**src/rtl/lcd_readback.sv**
```systemverilog
// Reads one 16-character DDRAM line, plus busy flag and address counter, back from an
// HD44780-compatible LCD using timed SETUP / EN_HI / HOLD bus accesses.
module lcd_readback #(
    parameter int SETUP_CYCLES = 8,
    parameter int EN_CYCLES    = 24,
    parameter int HOLD_CYCLES  = 16,
    parameter int BF_TIMEOUT   = 1024
) (
    input  logic             iCLK_50,
    input  logic             iRST,
    input  logic             iStart,
    input  logic             iLine,
    output logic             oLCD_EN,
    output logic             oLCD_RS,
    output logic             oLCD_RW,
    output logic [7:0]       oLCD_D,
    output logic             oLCD_D_OE,
    input  logic [7:0]       iLCD_D,
    output logic [0:15][7:0] oString,
    output logic [6:0]       oAddr,
    output logic             oValid,
    output logic             oBusy,
    output logic             oError
);

    localparam int CW = 16;
    localparam int PW = $clog2(BF_TIMEOUT) + 1;

    localparam logic [2:0] S_IDLE  = 3'd0;
    localparam logic [2:0] S_POLL  = 3'd1;
    localparam logic [2:0] S_CMD   = 3'd2;
    localparam logic [2:0] S_RDATA = 3'd3;
    localparam logic [2:0] S_DONE  = 3'd4;

    localparam logic [1:0] P_SETUP = 2'd0;
    localparam logic [1:0] P_EN    = 2'd1;
    localparam logic [1:0] P_HOLD  = 2'd2;

    logic [2:0]       seq_q, seq_d;
    logic [1:0]       phase_q, phase_d;
    logic [CW-1:0]    cnt_q, cnt_d;
    logic [3:0]       idx_q, idx_d;
    logic             last_q, last_d;
    logic             cmd_done_q, cmd_done_d;
    logic [PW-1:0]    poll_cnt_q, poll_cnt_d;
    logic             line_q, line_d;
    logic [7:0]       rd_q, rd_d;
    logic [0:15][7:0] line_buf_q, line_buf_d;
    logic [0:15][7:0] str_q, str_d;
    logic [6:0]       addr_q, addr_d;
    logic             valid_q, valid_d;
    logic             busy_q, busy_d;
    logic             error_q, error_d;
    logic             en_q, en_d;
    logic             rs_q, rs_d;
    logic             rw_q, rw_d;
    logic [7:0]       d_q, d_d;
    logic             oe_q, oe_d;

    logic             access_end;
    logic             rdata_end;
    logic             access_d;
    logic [15:0]      slot_we;

    assign access_end = (phase_q == P_HOLD) && (cnt_q == CW'(HOLD_CYCLES - 1));
    assign rdata_end  = access_end && (seq_q == S_RDATA);

    genvar gi;
    generate
        for (gi = 0; gi < 16; gi++) begin : g_slot
            assign slot_we[gi] = rdata_end && (idx_q == 4'(gi));
        end
    endgenerate

    always_comb begin
        seq_d      = seq_q;
        phase_d    = phase_q;
        cnt_d      = cnt_q;
        idx_d      = idx_q;
        last_d     = last_q;
        cmd_done_d = cmd_done_q;
        poll_cnt_d = poll_cnt_q;
        line_d     = line_q;
        rd_d       = rd_q;
        str_d      = str_q;
        addr_d     = addr_q;
        valid_d    = 1'b0;
        busy_d     = busy_q;
        error_d    = error_q;

        line_buf_d = line_buf_q;
        for (int i = 0; i < 16; i++) begin
            if (slot_we[i]) line_buf_d[i] = rd_q;
        end

        case (seq_q)
            S_IDLE: begin
                if (iStart) begin
                    seq_d      = S_POLL;
                    phase_d    = P_SETUP;
                    cnt_d      = '0;
                    idx_d      = '0;
                    last_d     = 1'b0;
                    cmd_done_d = 1'b0;
                    poll_cnt_d = '0;
                    line_d     = iLine;
                    busy_d     = 1'b1;
                    error_d    = 1'b0;
                end
            end
            S_POLL, S_CMD, S_RDATA: begin
                cnt_d = cnt_q + CW'(1);
                case (phase_q)
                    P_SETUP: begin
                        if (cnt_q == CW'(SETUP_CYCLES - 1)) begin
                            phase_d = P_EN;
                            cnt_d   = '0;
                        end
                    end
                    P_EN: begin
                        // Read data is taken on the same edge that drops EN.
                        if (cnt_q == CW'(EN_CYCLES - 1)) begin
                            phase_d = P_HOLD;
                            cnt_d   = '0;
                            rd_d    = iLCD_D;
                        end
                    end
                    default: begin
                        if (access_end) begin
                            phase_d = P_SETUP;
                            cnt_d   = '0;
                            if (seq_q == S_POLL) begin
                                if (rd_q[7]) begin
                                    if (poll_cnt_q == PW'(BF_TIMEOUT - 1)) begin
                                        seq_d   = S_IDLE;
                                        busy_d  = 1'b0;
                                        error_d = 1'b1;
                                    end else begin
                                        poll_cnt_d = poll_cnt_q + PW'(1);
                                    end
                                end else begin
                                    poll_cnt_d = '0;
                                    if (!cmd_done_q) begin
                                        seq_d = S_CMD;
                                    end else if (last_q) begin
                                        // Publish the whole line and AC at once.
                                        seq_d   = S_DONE;
                                        str_d   = line_buf_q;
                                        addr_d  = rd_q[6:0];
                                        valid_d = 1'b1;
                                    end else begin
                                        seq_d = S_RDATA;
                                    end
                                end
                            end else if (seq_q == S_CMD) begin
                                cmd_done_d = 1'b1;
                                seq_d      = S_POLL;
                            end else begin
                                idx_d = idx_q + 4'd1;
                                if (idx_q == 4'd15) last_d = 1'b1;
                                seq_d = S_POLL;
                            end
                        end
                    end
                endcase
            end
            S_DONE: begin
                seq_d  = S_IDLE;
                busy_d = 1'b0;
            end
            default: begin
                seq_d = S_IDLE;
            end
        endcase

        // Bus controls follow the next state, so they only move as a new SETUP begins.
        access_d = (seq_d == S_POLL) || (seq_d == S_CMD) || (seq_d == S_RDATA);
        en_d     = access_d && (phase_d == P_EN);
        rs_d     = (seq_d == S_RDATA);
        rw_d     = (seq_d == S_POLL) || (seq_d == S_RDATA);
        oe_d     = (seq_d == S_CMD);
        d_d      = oe_d ? {1'b1, line_d, 6'b0} : 8'h00;
    end

    always_ff @(posedge iCLK_50) begin
        if (iRST) begin
            seq_q      <= S_IDLE;
            phase_q    <= P_SETUP;
            cnt_q      <= '0;
            idx_q      <= '0;
            last_q     <= 1'b0;
            cmd_done_q <= 1'b0;
            poll_cnt_q <= '0;
            line_q     <= 1'b0;
            rd_q       <= '0;
            line_buf_q <= '0;
            str_q      <= '0;
            addr_q     <= '0;
            valid_q    <= 1'b0;
            busy_q     <= 1'b0;
            error_q    <= 1'b0;
            en_q       <= 1'b0;
            rs_q       <= 1'b0;
            rw_q       <= 1'b0;
            d_q        <= '0;
            oe_q       <= 1'b0;
        end else begin
            seq_q      <= seq_d;
            phase_q    <= phase_d;
            cnt_q      <= cnt_d;
            idx_q      <= idx_d;
            last_q     <= last_d;
            cmd_done_q <= cmd_done_d;
            poll_cnt_q <= poll_cnt_d;
            line_q     <= line_d;
            rd_q       <= rd_d;
            line_buf_q <= line_buf_d;
            str_q      <= str_d;
            addr_q     <= addr_d;
            valid_q    <= valid_d;
            busy_q     <= busy_d;
            error_q    <= error_d;
            en_q       <= en_d;
            rs_q       <= rs_d;
            rw_q       <= rw_d;
            d_q        <= d_d;
            oe_q       <= oe_d;
        end
    end

    assign oLCD_EN   = en_q;
    assign oLCD_RS   = rs_q;
    assign oLCD_RW   = rw_q;
    assign oLCD_D    = d_q;
    assign oLCD_D_OE = oe_q;
    assign oString   = str_q;
    assign oAddr     = addr_q;
    assign oValid    = valid_q;
    assign oBusy     = busy_q;
    assign oError    = error_q;

endmodule

```
**config.mk**
```make
export PLATFORM = sky130hd
export DESIGN_NAME = lcd_readback
export DESIGN_NICKNAME = d
export VERILOG_FILES = /design/src/rtl/lcd_readback.sv
export SDC_FILE = /design/constraint.sdc
export NUM_CORES = 1
export LEC_CHECK = 0
export BUFFER_PORTS_ARGS = -buffer_cell sky130_fd_sc_hd__buf_2
export CAP_MARGIN = 30
export CORE_AREA = 2 2 152 154
export CTS_CLUSTER_DIAMETER = 80
export CTS_CLUSTER_SIZE = 16
export DETAILED_ROUTE_END_ITERATION = 10
export DIE_AREA = 0 0 154 156
export PLACE_DENSITY = 0.76
export SLEW_MARGIN = 20
export SYNTH_ARGS = -nofsm -noshare
export SYNTH_HDL_FRONTEND = slang
export SYNTH_SLANG_ARGS = --single-unit
export TNS_END_PERCENT = 1
```
**constraint.sdc**
```tcl
create_clock -name iCLK_50 -period 3.4 [get_ports iCLK_50]
set_input_delay 0.17 -clock iCLK_50 [delete_from_list [all_inputs] [get_ports iCLK_50]]
set_output_delay 0.17 -clock iCLK_50 [all_outputs]
set_load 0.02 [all_outputs]
```
## Word level (Yosys, flattened, before mapping)

Index checks and enable logic that the tools add are counted.

| word-level totals | value |
|---|---|
| register bits | 325 |
| output and inout bits | 150 |

| cells by class | value |
|---|---|
| $add $sub $neg | 3 |
| eq/ne operators | 40 |
| mux-type cells | 63 |
| bitwise logic cells | 7 |
| reductions and logical operators | 40 |

Operators by type and width:

| cell | number |
|---|---|
| 2-to-1 mux 11 bit | 6 |
| 2-to-1 mux 16 bit | 4 |
| one-hot mux 16 bit (2 select lines) | 2 |
| == test 4 bit (second input constant) | 8 |
| AND reduction 7 bit | 4 |
| 2-to-1 mux 1 bit | 24 |
| 2-to-1 mux 3 bit | 8 |
| one-hot mux 11 bit (2 select lines) | 1 |
| 2-to-1 mux 4 bit | 5 |
| inequality test 2 bit (second input constant) | 10 |
| logical AND 1 bit | 19 |
| AND reduction 6 bit | 3 |
| adder 16 x 1 -> 16 bit (second input constant) | 1 |
| == test 16 x 3 -> 1 bit (second input constant) | 1 |
| == test 16 x 4 -> 1 bit (second input constant) | 1 |
| == test 16 x 5 -> 1 bit (second input constant) | 1 |
| == test 4 x 3 -> 1 bit (second input constant) | 4 |
| == test 3 x 2 -> 1 bit (second input constant) | 4 |
| adder 11 x 1 -> 11 bit (second input constant) | 1 |
| == test 11 x 10 -> 1 bit (second input constant) | 1 |
| == test 4 x 2 -> 1 bit (second input constant) | 2 |
| 2-to-1 mux 2 bit | 4 |
| 2-to-1 mux 8 bit | 1 |
| one-hot mux 2 bit (2 select lines) | 2 |
| other kinds (23) | 36 |

## Longest topological paths before layout

Gate-level depths: netlist of the first run.

| logic depth | value |
|---|---|
| depth in word-level cells | 11 |
| depth in mapped cells | 9 |
| depth with buffers taken out | 7 |

## Worst setup path after synthesis of the first run

Ideal clock, no wire load.

| timing | value |
|---|---|
| kind | flip-flop to flip-flop |
| start point | register cnt_q[5] |
| end point | register line_buf_q[15] (netlist bit) |
| library setup time | 0.128 ns |
| data arrival time | 2.235 ns |
| setup slack | 1.038 ns |
| stages on the path, launching flop included | 7 |
| buffers on the path | 1 |
| clock period less this slack | 2.362 ns |
| cells stage by stage | dfxtp_1 -> or4_4 -> or3_1 -> buf_6 -> nor4_4 -> mux2i_1 -> nor2_1 |

| between the ends | value |
|---|---|
| word-level cells in the longest chain between the ends | 4 |

RTL lines:

| what | line | source |
|---|---|---|
| start, declared | 41 | `logic [CW-1:0] cnt_q, cnt_d;` |
| start signal, assigned | 210 | `cnt_q <= cnt_d;` |
| == test 16 x 4 -> 1 bit | 65 | `assign access_end = (phase_q == P_HOLD) && (cnt_q == CW'(HOLD_CYCLES - 1));` |
| logical AND 1 bit | 65 |  |
| logical AND 1 bit | 66 | `assign rdata_end = access_end && (seq_q == S_RDATA);` |
| logical AND 1 bit | 71 | `assign slot_we[gi] = rdata_end && (idx_q == 4'(gi));` |
| end signal, assigned | 217 | `line_buf_q <= line_buf_d;` |
| end, declared | 48 | `logic [0:15][7:0] line_buf_q, line_buf_d;` |

No other way between the ends.
A chain may end at the register's enable or synchronous reset.

## Final worst setup path of the first run

| timing | value |
|---|---|
| start point | register cnt_q[0] |
| end point | register line_buf_q[27] (netlist bit) |

Same word-level chain as after synthesis.

==> results of run 1 <==
sequential cells by signal (all words and copies together), names as in the netlist, 2 cells and up:
| signal | cells |
|---|---|
| rd_q | 8 |
| idx_q | 4 |
| cnt_q | 16 |
| poll_cnt_q | 11 |
| oAddr | 7 |
| oString | 128 |
| phase_q | 2 |
| line_buf_q | 128 |
| seq_q | 3 |
| oLCD_D | 2 |
worst register-to-register path, stage by stage, from the launching register on:
cell	delay (ps)
dfxtp_1	380
ha_1	250
nand3_1	290
or3_1	640
nor4_4	770
mux2i_1	280
nor2_1	50
how the worst min path moves through the flow:
stage / depth (start not counted) / slack [ps] / endpoint
after floorplan: 2 / 310 / rd_q[0]
after global routing: 4 / 210 / last_q
after global placement: 3 / 400 / rd_q[7]
after CTS: 4 / 180 / last_q
after detailed placement: 3 / 410 / rd_q[7]
final: 2 / 190 / oValid
what timing repair did:
item,CTS,global route
hold buffers,9,0
endpoints found under the hold margin,9,0
endpoints found under the setup margin,0,0
cells in the mapped netlist (all sizes together) (3+ instances only):
cell type / n
a31oi: 9
xor2: 9
nand4: 6
and3: 18
or3: 3
nor2b: 6
nand2: 438
nand3: 40
nand4b: 4
xnor2: 3
ha: 6
and2: 3
nor3b: 4
or2: 4
inv: 4
o31ai: 4
mux2i: 58
nand3b: 3
nand2b: 5
o21bai: 3
clkbuf: 88
nor4: 8
o21ai: 10
nor2: 96
a21bo: 8
a21oi: 232
and4: 3
dfxtp: 318
buf: 29
or4: 3
nor3: 15
layout make-up:
| type | instances | share of cell area |
|---|---|---|
| clock buffers | 24 | 0.0430 |
| clock inverters | 1 | 0.000639 |
| inverters | 4 | 0.00110 |
| multi-input cells | 1033 | 0.384 |
| flip-flops and latches | 318 | 0.465 |
| well taps | 285 | 0.0260 |
| repair buffers | 185 | 0.0802 |
power groups by stage:
stage | clock network, mW | registers [mW] | logic (mW)
detailed placement | 0 | 3.82 | 0.131
global placement | 0 | 3.82 | 0.133
global route | 2.61 | 3.73 | 0.154
finish | 2.45 | 3.73 | 0.142
floorplan | 0 | 3.82 | 0.104
CTS | 2.48 | 3.73 | 0.140
kinds of logic after synthesis:
group,count (synthesis),synth area share
and+or+nand+nor,665,0.239
DFF,318,0.526
AOI/OAI and AO/OA,285,0.129
buffers and inverters,121,0.0426
muxes,59,0.0489
xor gates and xnor gates,12,0.00868
adders and majority gates,6,0.00620
other,1,0.000310
per-stage QoR:
| step | setup WS (ps) | hold WS [ps] | cell area, µm² | util | instances |
|---|---|---|---|---|---|
| after CTS | 594 | 178 | 13700 | 0.613 | 1850 |
| after floorplan | 1040 | 314 | 12100 | - | 1472 |
| after detailed placement | 602 | 411 | 13000 | 0.582 | 1816 |
| after global routing | 435 | 205 | 13700 | 0.613 | 1850 |
| final | 614 | 190 | 13700 | 0.613 | 1850 |
| after global placement | 705 | 401 | 12900 | 0.578 | 1810 |
routing by layer:
layer,GRT usage,up-vias,routed length (µm)
li1,-,5030,-
met1,0.329,4775,13300
met2,0.386,311,13600
met3,0.0275,32,1610
met4,0.0498,0,405
met5,0,-,0
==> flow_metrics.py, run 1 <==
metrics = {
    "logic_synthesis": {
        "synth_top_cell_area_share": 0.526,
        "ys_top_cells_by_area": "dfxtp_1, nand2_1, a21oi_1, mux2i_1, nor2_1",
        "synth.cell_area_um2": 12100,
        "ys_warn_count": 0,
        "avgSynthCellArea_um2": 8.25,
        "yosys.area.top_type": "dfxtp_1",
        "ys_ff_latch": 318,
        "ys_types": 60,
        "synth_edf_count": 0,
        "synthFlopType": "dfxtp_1",
        "async_flop_share": 0,
        "yosysSeqAreaShare": 0.526,
        "synthCells": 1467,
    },
    "drt": {
        "via_count": 10148,
        "dr.pass1.iters": 5,
        "vias_per_cell": 5.49,
        "drt_iter0_markers": 815,
        "drt_wl_total_mm": 28.9,
        "route.detailed.drc": 0,
        "postRouteAntennaNets": 0,
        "detail_route.wl_per_cell_um": 15.6,
    },
    "critical_path": {
        "cp-start-kind": "flop",
        "crit_cells": 6,
        "critPathRequiredTime_ps": 3780,
        "crit_path_start": "cnt_q[0]",
        "endpoint_kind": "flop",
        "critical-path-max-stage-delay_ps": 760,
        "crit_slowest_cell": "nor4_4",
        "r2r_setup_slack_ps": 610,
        "crit_type": "reg2reg",
        "r2r_end": "line_buf_q[27]",
        "crit_chain": "ha_1, nand3_1, or3_1, nor4_4, mux2i_1, nor2_1",
        "arrival_ps": 3160,
        "reg2reg_depth": 6,
        "crit_path_end": "line_buf_q[27]",
        "path_buf_inv": 0,
        "rr_startpoint": "cnt_q[0]",
        "worstPathMaxFanout": 8,
        "cp_top_family": "simple AND/OR/NAND/NOR gates",
    },
    "power_and_ir_drop": {
        "clockPowerShare": 0.387,
        "seq_power_share": 0.590,
        "p_leak_nw": 5.10,
        "p_comb_frac": 0.022,
        "p_per_area_nw_per_um2": 461,
        "sw_frac_of_total": 0.211,
        "intPower_mw": 4.99,
        "p_total_mw": 6.32,
        "switchingPower_mw": 1.33,
        "ir_drop_mv": 0.346,
    },
    "global_routing": {
        "grt_pass1_wl_mm": 46.5,
        "first_global_vias": 9253,
        "overflow": 0,
        "grt_max_degree": 138,
        "grt_antenna_before_repair": 0,
        "groute.usage.overall": 0.233,
    },
    "timing": {
        "setup_violations": 0,
        "fin_crit_ps": 2790,
        "relSlewSlack": 0.367,
        "finalHoldViolCount": 0,
        "drv_slew": 0,
        "max_freq_ghz": 0.359,
        "worst_pin_slew_ps": 947,
        "setup_tns_ps": 0,
        "finalCritPeriodShare": 0.820,
        "rsz0062_at_grt": "no",
        "clock_skew_ps": 24.6,
    },
    "clock_tree": {
        "cts_setup_buffers": 0,
        "clk_latency_ps": 530,
        "cts.sinks": 318,
        "tritoncts": "built",
        "clk_pin_slew_ps": 70,
        "ctsHtreeMaxLevel": 1,
        "cts-root-buf": "clkbuf_16",
        "cts_buffers": 23,
        "cts_max_path_buffers": 3,
        "ctsResizeCount": 0,
    },
    "min_path": {
        "hold_path_class": "in2reg",
        "hold_start": "iRST",
    },
    "finish": {
        "multi_input_area_um2": 5270,
        "nets": 1583,
        "antenna_cells": 0,
        "regArea_um2": 6370,
        "drive_gt1_frac": 0.147,
        "layout_commonest_cell": "nand2_1",
        "layout_common_cells": "nand2_1, dfxtp_1, a21oi_1, buf_2, nor2_1",
        "fillers": 1932,
        "synthToLayoutAreaGrowth_pct": 13.2,
    },
    "floorplanning": {
        "start_util": 0.541,
        "die_area_um2": 24000,
        "pin_count": 162,
        "core_area_um2": 22400,
        "rows": 55,
        "fp.dieH_um": 156,
        "die_width_um": 154,
    },
    "placement": {
        "gp_congestion": 0.884,
        "dp_hpwl_mm": 18.7,
        "port-buffer-count": 155,
    },
    "run": {
        "drv_cap": 0,
    },
    "status": {
        "status": "finished clean",
    },
}
No activity file was read; power rests on OpenSTA's default activity.
==> run 2: changes to the inputs <==
Settings changed: CORE_AREA 2 2 152 154 to 2 2 156 158, DIE_AREA 0 0 154 156 to 0 0 158 160, PLACE_DENSITY 0.76 to 0.75.
Clock period 3.4 ns to 2.3 ns, I/O delays scaled along.
==> run 2 against run 1 <==
Effect of this change:
- via count grew 0.71%
- count of clock-buffer cells in the layout is the same
- clock power grew 48%
==> flow_metrics.py, run 2 (synthesis results as in run 1) <==
metrics = {
    "placement": {
        "placed_cell_area_um2": 13400,
        "dp_hpwl_mm": 19.6,
        "post-place-ws_ps": 29.9,
        "gp_congestion": 0.893,
        "port-buffer-count": 155,
    },
    "global_routing": {
        "first_global_vias": 9390,
        "groute.usage.overall": 0.232,
        "overflow": 0,
        "grt_pass1_wl_mm": 48.3,
        "grt_antenna_before_repair": 0,
        "grt_max_degree": 157,
    },
    "power_and_ir_drop": {
        "p_total_mw": 9.36,
        "seq_power_share": 0.589,
        "p_leak_nw": 5.29,
        "intPower_mw": 7.38,
        "p_comb_frac": 0.024,
        "sw_frac_of_total": 0.212,
        "clockPowerShare": 0.387,
        "switchingPower_mw": 1.98,
        "ir_drop_mv": 0.483,
        "p_per_area_nw_per_um2": 663,
    },
    "timing": {
        "fin_crit_ps": 2240,
        "relSlewSlack": 0.494,
        "clock_skew_ps": 16.7,
        "rsz0062_at_grt": "yes",
        "max_freq_ghz": 0.445,
        "hold_ws_ps": 38.3,
        "drv_slew": 0,
        "worst_slack_ps": 55.2,
        "worst_pin_slew_ps": 757,
        "setup_violations": 0,
        "finalCritPeriodShare": 0.976,
        "finalHoldViolCount": 0,
    },
    "drt": {
        "postRouteAntennaNets": 0,
        "dr.pass1.iters": 5,
        "drt_wl_total_mm": 30.1,
        "vias_per_cell": 5.31,
        "drt_iter0_markers": 886,
        "top_layer_used": "met4",
        "detail_route.wl_per_cell_um": 15.7,
        "wl_met3_mm": 1.66,
        "via_count": 10220,
        "wl_met2_mm": 13.9,
        "m1WireLength_mm": 14.0,
        "route.detailed.drc": 0,
    },
    "finish": {
        "nets": 1617,
        "drive_gt1_frac": 0.172,
        "finish.instance_area_um2": 14100,
        "fillers": 2144,
        "synthToLayoutAreaGrowth_pct": 16.6,
        "layout_common_cells": "nand2_1, dfxtp_1, a21oi_1, buf_2, nor2_1",
        "antenna_cells": 0,
        "layout_commonest_cell": "nand2_1",
    },
    "critical_path": {
        "critical-path-max-stage-delay_ps": 570,
        "cp_common_cell": "buf_6",
        "cp-start-kind": "flop",
        "arrival_ps": 2630,
        "endpoint_kind": "flop",
        "worstPathMaxFanout": 8,
        "crit_type": "reg2reg",
        "crit_slowest_cell": "or4_4",
        "crit_chain": "or4_4, or3_4, buf_6, nor4_4, buf_6, mux2i_2, nor2_1",
        "critPathRequiredTime_ps": 2690,
    },
    "clock_tree": {
        "ctsHtreeMaxLevel": 1,
        "cts_setup_buffers": 0,
        "cts-root-buf": "clkbuf_16",
        "clk_pin_slew_ps": 70,
        "cts_buffers": 23,
        "tritoncts": "built",
        "clk_latency_ps": 530,
        "cts.sinks": 318,
        "cts_max_path_buffers": 3,
    },
    "floorplanning": {
        "die_area_um2": 25300,
        "die_width_um": 158,
        "fp.dieH_um": 160,
        "core_area_um2": 23800,
        "start_util": 0.508,
        "rows": 57,
        "pin_count": 162,
    },
    "min_path": {
        "hold_path_class": "in2reg",
    },
    "status": {
        "status": "finished clean",
    },
    "run": {
        "drv_cap": 0,
    },
}
## run 2: final cells by class
| type | count | area, µm² | share of cell area |
|---|---|---|---|
| clock buffers | 24 | 589 | 0.0417 |
| clock inverters | 1 | 8.76 | 0.000620 |
| inverters | 4 | 15.0 | 0.00106 |
| multi-input cells | 1033 | 5300 | 0.375 |
| flip-flops and latches | 318 | 6370 | 0.451 |
| well taps | 324 | 405 | 0.0287 |
| repair buffers | 219 | 1430 | 0.101 |
## run 2: path summary, 6_finish.rpt
| kind | endpoint | startpoint | slack (ps) | cells after the start |
|---|---|---|---|---|
| setup / recovery | line_buf_q[66] | cnt_q[15] | 60 | 7 |
| hold / removal | cnt_q[1] | iRST | 40 | 2 |
| hold reg to reg | line_buf_q[105] | line_buf_q[105] | 450 | 2 |
| setup reg to reg | line_buf_q[66] | cnt_q[15] | 60 | 7 |
## run 2: metrics by stage
step / instances / util / TNS [ps]
2_1_floorplan: 1472 / - / -905
3_3_place_gp: 1889 / 0.562 / 0
4_1_cts: 1923 / 0.591 / 0
5_1_grt: 1923 / 0.593 / -306
3_5_place_dp: 1889 / 0.562 / 0
6_report: 1923 / 0.593 / 0
## run 2: routing by layer
layer,vias to the layer above,GRT usage
li1,5108,-
met1,4761,0.335
met2,306,0.366
met3,45,0.0336
met4,0,0.0549
met5,-,0
## run 2: power by group through the flow
stage,combinational [mW],sequential [mW],clock (mW)
6_report,0.227,5.52,3.62
5_1_grt,0.244,5.51,3.88
4_1_cts,0.225,5.52,3.68
3_5_place_dp,0.213,5.64,0
3_3_place_gp,0.211,5.64,0
2_1_floorplan,0.153,5.64,0
## run 2: timing repair
item | in CTS | in global routing
resized for setup | 2 | 14
gates cloned | 0 | 0
hold endpoints to repair | 10 | 0
hold buffers | 9 | 0
endpoints found under the setup margin | 3 | 75
## run 2: worst max-delay path, delay by kind of cell (launching register included)
kind                   cells  cell delay, ps
and+or+nand+nor            4            1190
muxes                      1             230
DFF                        1             330
buffers and inverters      2             350
